**config.mk**
```make
export PLATFORM = sky130hd
export DESIGN_NAME = simmem_release_scheduler
export DESIGN_NICKNAME = d
export VERILOG_FILES = /design/src/rtl/simmem_pkg.sv /design/src/rtl/simmem_rr_arbiter.sv /design/src/rtl/simmem_release_scheduler.sv
export SDC_FILE = /design/constraint.sdc
export NUM_CORES = 1
export LEC_CHECK = 0
export CAP_MARGIN = 20
export CORE_ASPECT_RATIO = 0.8
export CORE_UTILIZATION = 35
export CTS_CLUSTER_SIZE = 8
export DETAILED_ROUTE_END_ITERATION = 12
export GPL_TIMING_DRIVEN = 0
export PLACE_DENSITY = 0.65
export SETUP_SLACK_MARGIN = 0.4
export SYNTH_ARGS = -nofsm -noshare
export SYNTH_HDL_FRONTEND = slang
export SYNTH_SLANG_ARGS = --single-unit
```
**constraint.sdc**
```tcl
create_clock -name clk_i -period 5.4 [get_ports clk_i]
set_clock_uncertainty 0.1 [all_clocks]
set_input_delay 1.35 -clock clk_i [delete_from_list [all_inputs] [get_ports clk_i]]
set_output_delay 1.35 -clock clk_i [all_outputs]
set_load 0.05 [all_outputs]
```
**src/rtl/simmem_pkg.sv**
```systemverilog
// Shared constants and types for the simmem write-response release scheduler.
// Holds the bank capacity, identifier width, entry id type and output FSM states.
package simmem_pkg;

   localparam int unsigned WriteRespBankTotalCapacity = 16;
   localparam int unsigned NumEntries = WriteRespBankTotalCapacity;
   localparam int unsigned IdWidth = $clog2(NumEntries);

   typedef logic [IdWidth-1:0] entry_id_t;

   typedef enum logic {
      OutEmpty   = 1'b0,
      OutPresent = 1'b1
   } out_state_e;

   function automatic logic [NumEntries-1:0] id_onehot(entry_id_t id);
      logic [NumEntries-1:0] one;
      one = {{(NumEntries-1){1'b0}}, 1'b1};
      return one << id;
   endfunction

endpackage

```
**src/rtl/simmem_rr_arbiter.sv**
```systemverilog
// Combinational round-robin arbiter: lowest request at or above ptr_i wins, wrapping.
// Ports: req_i multihot requests, ptr_i search start, gnt_valid_o any request, gnt_id_o winner.
module simmem_rr_arbiter #(
   parameter  int unsigned N = 16,
   localparam int unsigned W = $clog2(N)
) (
   input  logic [N-1:0] req_i,
   input  logic [W-1:0] ptr_i,
   output logic         gnt_valid_o,
   output logic [W-1:0] gnt_id_o
);

   logic [2*N-1:0] req2;
   logic [2*N-1:0] mask2;
   logic [2*N-1:0] cand2;

   // Upper copy of req_i is unmasked, so requests below ptr_i act as the wrap.
   always_comb begin
      req2 = {req_i, req_i};
      mask2 = {(2*N){1'b1}} << ptr_i;
      cand2 = req2 & mask2;
      gnt_valid_o = |req_i;
      gnt_id_o = '0;
      for (int i = 2*N-1; i >= 0; i--) begin
         if (cand2[i]) gnt_id_o = W'(i % N);
      end
   end

endmodule

```
**src/rtl/simmem_release_scheduler.sv**
```systemverilog
// Allocates delay-bank entries and releases expired ones round-robin on a valid/ready port.
// Ports: in_* allocation handshake, release_en_i expiry, out_* release handshake, occupancy_o.
module simmem_release_scheduler
   import simmem_pkg::*;
(
   input  logic                  clk_i,
   input  logic                  rst_ni,
   input  logic                  in_valid_i,
   output logic                  in_ready_o,
   output entry_id_t             alloc_id_o,
   input  logic [NumEntries-1:0] release_en_i,
   output logic [NumEntries-1:0] address_released_onehot_o,
   output logic                  out_valid_o,
   input  logic                  out_ready_i,
   output entry_id_t             out_id_o,
   output logic [IdWidth:0]      occupancy_o
);

   localparam logic [IdWidth:0] OccOne = 1;
   localparam entry_id_t IdOne = 1;
   localparam entry_id_t IdLast = entry_id_t'(NumEntries - 1);

   logic [NumEntries-1:0] occupied_q, occupied_d;
   entry_id_t             ptr_q, ptr_d;
   entry_id_t             out_id_q, out_id_d;
   logic [IdWidth:0]      occ_q, occ_d;
   out_state_e            state_q, state_d;

   logic [NumEntries-1:0] presented;
   logic [NumEntries-1:0] cand;
   logic                  gnt_valid;
   entry_id_t             gnt_id;
   logic                  alloc;
   logic                  hs;
   logic                  load;

   // Free-entry priority encoder: lowest unoccupied index.
   always_comb begin
      alloc_id_o = '0;
      for (int i = NumEntries-1; i >= 0; i--) begin
         if (!occupied_q[i]) alloc_id_o = entry_id_t'(i);
      end
   end

   assign in_ready_o = ~&occupied_q;
   assign alloc = in_valid_i & in_ready_o;

   // The entry on the output must not win again while it waits.
   assign presented = (state_q == OutPresent) ? id_onehot(out_id_q) : '0;
   assign cand = release_en_i & occupied_q & ~presented;

   simmem_rr_arbiter #(.N(NumEntries)) u_arb (
      .req_i      (cand),
      .ptr_i      (ptr_q),
      .gnt_valid_o(gnt_valid),
      .gnt_id_o   (gnt_id)
   );

   always_ff @(posedge clk_i or negedge rst_ni) begin
      if (!rst_ni) begin
         state_q <= OutEmpty;
      end else begin
         state_q <= state_d;
      end
   end

   always_comb begin
      state_d = state_q;
      unique case (state_q)
         OutEmpty:   if (gnt_valid) state_d = OutPresent;
         OutPresent: if (out_ready_i && !gnt_valid) state_d = OutEmpty;
         default:    state_d = OutEmpty;
      endcase
   end

   always_comb begin
      out_valid_o = (state_q == OutPresent);
      hs = out_valid_o & out_ready_i;
      address_released_onehot_o = hs ? id_onehot(out_id_q) : '0;
   end

   assign load = gnt_valid & (~out_valid_o | hs);

   always_comb begin
      occupied_d = occupied_q;
      if (alloc) occupied_d[alloc_id_o] = 1'b1;
      if (hs) occupied_d[out_id_q] = 1'b0;
      out_id_d = load ? gnt_id : out_id_q;
      ptr_d = ptr_q;
      if (load) ptr_d = (gnt_id == IdLast) ? '0 : gnt_id + IdOne;
      occ_d = occ_q;
      if (alloc && !hs) occ_d = occ_q + OccOne;
      if (!alloc && hs) occ_d = occ_q - OccOne;
   end

   always_ff @(posedge clk_i or negedge rst_ni) begin
      if (!rst_ni) begin
         occupied_q <= '0;
         ptr_q <= '0;
         out_id_q <= '0;
         occ_q <= '0;
      end else begin
         occupied_q <= occupied_d;
         ptr_q <= ptr_d;
         out_id_q <= out_id_d;
         occ_q <= occ_d;
      end
   end

   assign out_id_o = out_id_q;
   assign occupancy_o = occ_q;

   // Expiry of an entry that is not allocated indicates a delay-bank fault.
   a_release_occupied : assert property (
      @(posedge clk_i) disable iff (!rst_ni)
      (release_en_i & ~occupied_q) == '0
   );

endmodule

```
# After elaboration in Yosys (flattened, before gate mapping)
# Index checks and enable logic that the tools add are counted.
# word_totals
regBits,30
in_bits,20
out_inout_bits,31
word_cells,101
# classes
n_addsub,3
order_cmp,4
eq_ne,1
shift,2
muxes,62
n_bitwise,12
n_reduce_logical,12
# op_table
op,n
$mux 4,49
$mux 16,4
$and 16x16->16,3
$and 32x32->32,1
$not 16->16,2
$shl 32x4->32 const A,1
$or 16x16->16,1
$reduce_and 16->1,1
$reduce_or 16->1,1
$shl 1x4->16 const A,1
$lt 4x5->1 const B,2
$mux 5,2
$demux 1 s4,2
$ge 4x1->1 const B,2
$add 5x1->5 const B,1
$logic_and 1x1->1,5
$sub 5x1->5 const B,1
$add 4x1->4 const B,1
$eq 4x4->1 const B,1
$logic_not 1->1,4
$mux 1,4
$and 1x1->1,3
$pmux 1 s2,1
$reduce_bool 2->1,1
2 further kinds,2

# Logic depth before layout (Yosys ltp)
# logic_depth
depth_word,39
ltp_mapped,14

# Hierarchy
# From an unflattened synthesis, not the netlist that was laid out.
# unflattened
hier_cells,343
area_unflattened_um2,2616.3
# by_module_without_submodules
mod,instances,cells_each,area_per_inst_um2,seq_area_each_um2
simmem_release_scheduler,1,236,1973.1,750.7
simmem_rr_arbiter,1,107,643.1,0.0

# Least setup slack after synthesis
# OpenSTA, ideal clock, no wires.
# synth_path
path_type,input to output
from,input out_ready_i
to,output address_released_onehot_o[7]
t_arrival_ns,2.201
required_time_ns,3.950
setup_slack_ns,1.749
cell_stages,2
n_path_buf,0
cell_sequence,nand3b_1 -> nor2_1
# synth_via
elab_chain_len,2
# synth_lines
item,line,source
start: declaration,simmem_release_scheduler.sv:14,"input logic out_ready_i,"
$and 1x1->1,simmem_release_scheduler.sv:78,hs = out_valid_o & out_ready_i;
$mux 16,simmem_release_scheduler.sv:79,address_released_onehot_o = hs ? id_onehot(out_id_q) : '0;
end: declaration,simmem_release_scheduler.sv:12,"output logic [NumEntries-1:0] address_released_onehot_o,"
# No other way between the ends.

# Worst setup path in the final report
# layout_path
from,input out_ready_i
to,output address_released_onehot_o[6]
# Same word-level chain as after synthesis.

==> out/qor.yml <==
ir_worst_vdd_mv: 0.378
grt_pass1_vias: 2879
ys_types: 77
synthTopCellsByArea: "dfrtp_1 (27%), nor2_1 (6.1%), a21oi_1 (5.8%), nand2_1 (5.3%), o21ai_0 (3.6%)"
synth_edf_count: 0
place_inst: 511
port_buffers: 49
rr_endpoint: "ptr_q[3]"
cts_hold_buffers: 0
fmax_ghz: 0.213
antenna_cells: 0
wl_mm: 9.62
synthesis.area_um2: 2780
drcViolationCount: 0
track_usage_pct: 25.0
synth_top_cell_area_share_pct: 27.0
fin_cells: 519
worstPathArrival_ns: 3.25
die_h_um: 81.7
crit_required_ns: 3.95
wl_per_cell_um: 18.5
drv_slew: 0
p_per_area_nw_per_um2: 686
fin_crit_ns: 4.70
clk_latency_ns: 0.29
setup-violations-final: 0
synthFlopType: "dfrtp_1"
async_flop_share_pct: 100
die-area_um2: 8310
ctsRootBufferMaster: "clkbuf_8"
min_to: "occupancy_o[4]"
place_hpwl_mm: 7.52
grt_pass1_wl_mm: 15.6
start_util_pct: 36.9
gp_congestion: 0.987
worstPathCellList: "clkdlybuf4s50_1 -> nand3b_1 -> nor2_1 -> clkdlybuf4s50_1"
nets: 439
grt_max_degree: 31
cpMaxStageDelayCell: "clkdlybuf4s50_1"
fin_crit_sh_pct: 87.0
die_x_um: 102
cp_max_fo: 6
yosysTopAreaCell: "dfrtp_1"
setup_tns_ns: 0
utilization_pct: 46.4
cts_inserted_buffers: 5
io_pins: 51
syn_avg_cell_area_um2: 7.79
post_cts_resized: 0
clockBufferDepth: 2
clk_pin_slew_worst_paths_ns: 0.07
hp-class: "flop to flop"
rr_startpoint: "out_id_o[0]"
antenna_found_initial: 0
end_kind: "output port"
hp-start: "occupancy_o[4]"
startpoint_type: "primary input"
status: "finished clean"
ff2ff_path_depth: 14
drt_first_pass_iters: 5
rsz0062_at_grt: "no"
relSlewSlack_pct: 48.8
cts_setup_buffers: 0
reg2reg_slack_ns: 1.87
drt-initial-drc-count: 340
p_leak_nw: 1.42
dp_worst_setup_slack_ns: 0.687
finalHoldViolCount: 0
fp-row-count: 28
clock-sinks: 30
vias_per_cell: 5.90
finalWorstSetupSlack_ns: 0.704
grt_overflow: 0
maxCapViolCount: 0
core_um2: 7530
critPathMaxStageDelay_ns: 0.84
ys_seq_area_share_pct: 27.0
tightest_slew_ns: 0.756
drive_gt1_share_pct: 8.70
crit_family: "buffers and inverters"
synth_nets: 383
cpMostUsedCell: "clkdlybuf4s50_1"
area_growth_pct: 25.6
hold-path-cell-count: 1
ant_nets: 0
htree_levels: 2
ys_warn_count: 0
vias: 3064
cts_tree: "yes"
syn_inst: 357
cp_num_buf_inv: 2
ys_ff_latch: 30
path_class: "primary input to output port"
-- kinds of logic (layout without fill, tap and decap cells) --
logic type / Yosys count / after routing / synth area share (%)
mux: 3 / 3 / 1.17
simple gates: 148 / 148 / 27.5
buf+inv: 34 / 91 / 5.26
flops: 30 / 30 / 27.0
fa+ha+maj: 6 / 6 / 2.97
xor+xnor: 6 / 6 / 1.89
compound gates: 130 / 130 / 34.2
-- per-layer routing --
layer / vias up / track usage (%) / share of wire [%]
li1: 1444 / - / -
met1: 1471 / 38.5 / 51
met2: 136 / 34.3 / 40
met3: 13 / 5.87 / 8.0
met4: 0 / 5.51 / 1.2
met5: - / 0 / 0
-- power by group --
part	switching (mW)	internal (mW)	total, mW
logic	1.13	0.601	1.73
registers	0.139	0.324	0.463
clock network	0.0982	0.102	0.201
total	1.37	1.03	2.40
-- cell usage after synthesis (3+ instances only) --
library cell / n
a211oi_1: 5
a21boi_0: 4
a21o_1: 7
a21oi_1: 32
a31oi_1: 8
a41oi_1: 4
and2_1: 3
buf_2: 3
buf_4: 4
clkbuf_1: 8
dfrtp_1: 30
ha_1: 5
inv_1: 19
nand2_1: 39
nand2b_1: 5
nand3_1: 10
nand3b_1: 5
nand4_1: 7
nor2_1: 45
nor2b_1: 5
nor3_1: 7
o211ai_1: 3
o21a_1: 4
o21ai_0: 20
o31ai_1: 4
or3_1: 3
xnor2_1: 3
xor2_1: 3
-- flip-flops by register name (all words and copies together), names as in the netlist --
register	flops
out_id_o	4
ptr_q	4
occupancy_o	5
occupied_q	16
out_valid_o	1
-- how the worst max path moves through the flow --
stage,start,end,depth (start not counted)
after floorplan,out_ready_i,address_released_onehot_o[7],2
after global placement,out_ready_i,address_released_onehot_o[6],4
after detailed placement,out_ready_i,address_released_onehot_o[6],4
after CTS,out_ready_i,address_released_onehot_o[6],4
after global routing,out_ready_i,address_released_onehot_o[6],4
final,out_ready_i,address_released_onehot_o[6],4
-- cell usage in the layout, fill, tap and decap left out, types with 3 or more instances in the layout --
master / n
a211oi_1: 5
o31ai_1: 4
nand3_1: 10
or3_1: 3
xor2_1: 3
a21oi_1: 32
nand2_1: 39
a31oi_1: 8
ha_1: 5
nand3b_1: 5
o211ai_1: 3
nand2b_1: 5
xnor2_1: 3
a21boi_0: 4
a21o_1: 7
clkbuf_8: 6
o21a_1: 4
nor2b_1: 5
nor3_1: 7
dfrtp_1: 30
inv_1: 19
clkdlybuf4s50_1: 48
buf_2: 4
buf_4: 4
o21ai_0: 20
a41oi_1: 4
clkbuf_1: 8
nor2_1: 45
nand4_1: 7
and2_1: 3
-- layout make-up --
| type | instances | area, um^2 |
|---|---|---|
| plain buffers | 15 | 75.1 |
| well taps | 105 | 131 |
| inverters | 19 | 71.3 |
| multi-input cells | 293 | 1880 |
| clock buffers | 6 | 82.6 |
| flip-flops and latches | 30 | 751 |
| repair buffers | 49 | 485 |
| clock inverters | 2 | 12.5 |
| fillers | 775 | 4040 |
-- through the flow --
stage | hold slack (ns) | cell area, um^2 | power [mW]
2_1_floorplan | 0.392 | 2780 | 1.67
3_3_place_gp | 0.359 | 3400 | 2.15
3_5_place_dp | 0.372 | 3400 | 2.16
4_1_cts | 0.381 | 3490 | 2.37
5_1_grt | 0.389 | 3490 | 2.57
6_report | 0.381 | 3490 | 2.40
-- worst register-to-register path: stages (launching register included) --
cell,delay [ns]
dfrtp_1,0.50
buf_2,0.30
buf_4,0.22
nand3_1,0.08
a32oi_1,0.47
nor3_1,0.12
a211oi_1,0.34
o21ai_0,0.14
a21oi_1,0.30
o32a_1,0.22
ha_1,0.20
nor2b_1,0.14
nor2_1,0.05
mux2i_1,0.14
a21oi_1,0.08
(Power assumes the default switching activity.)
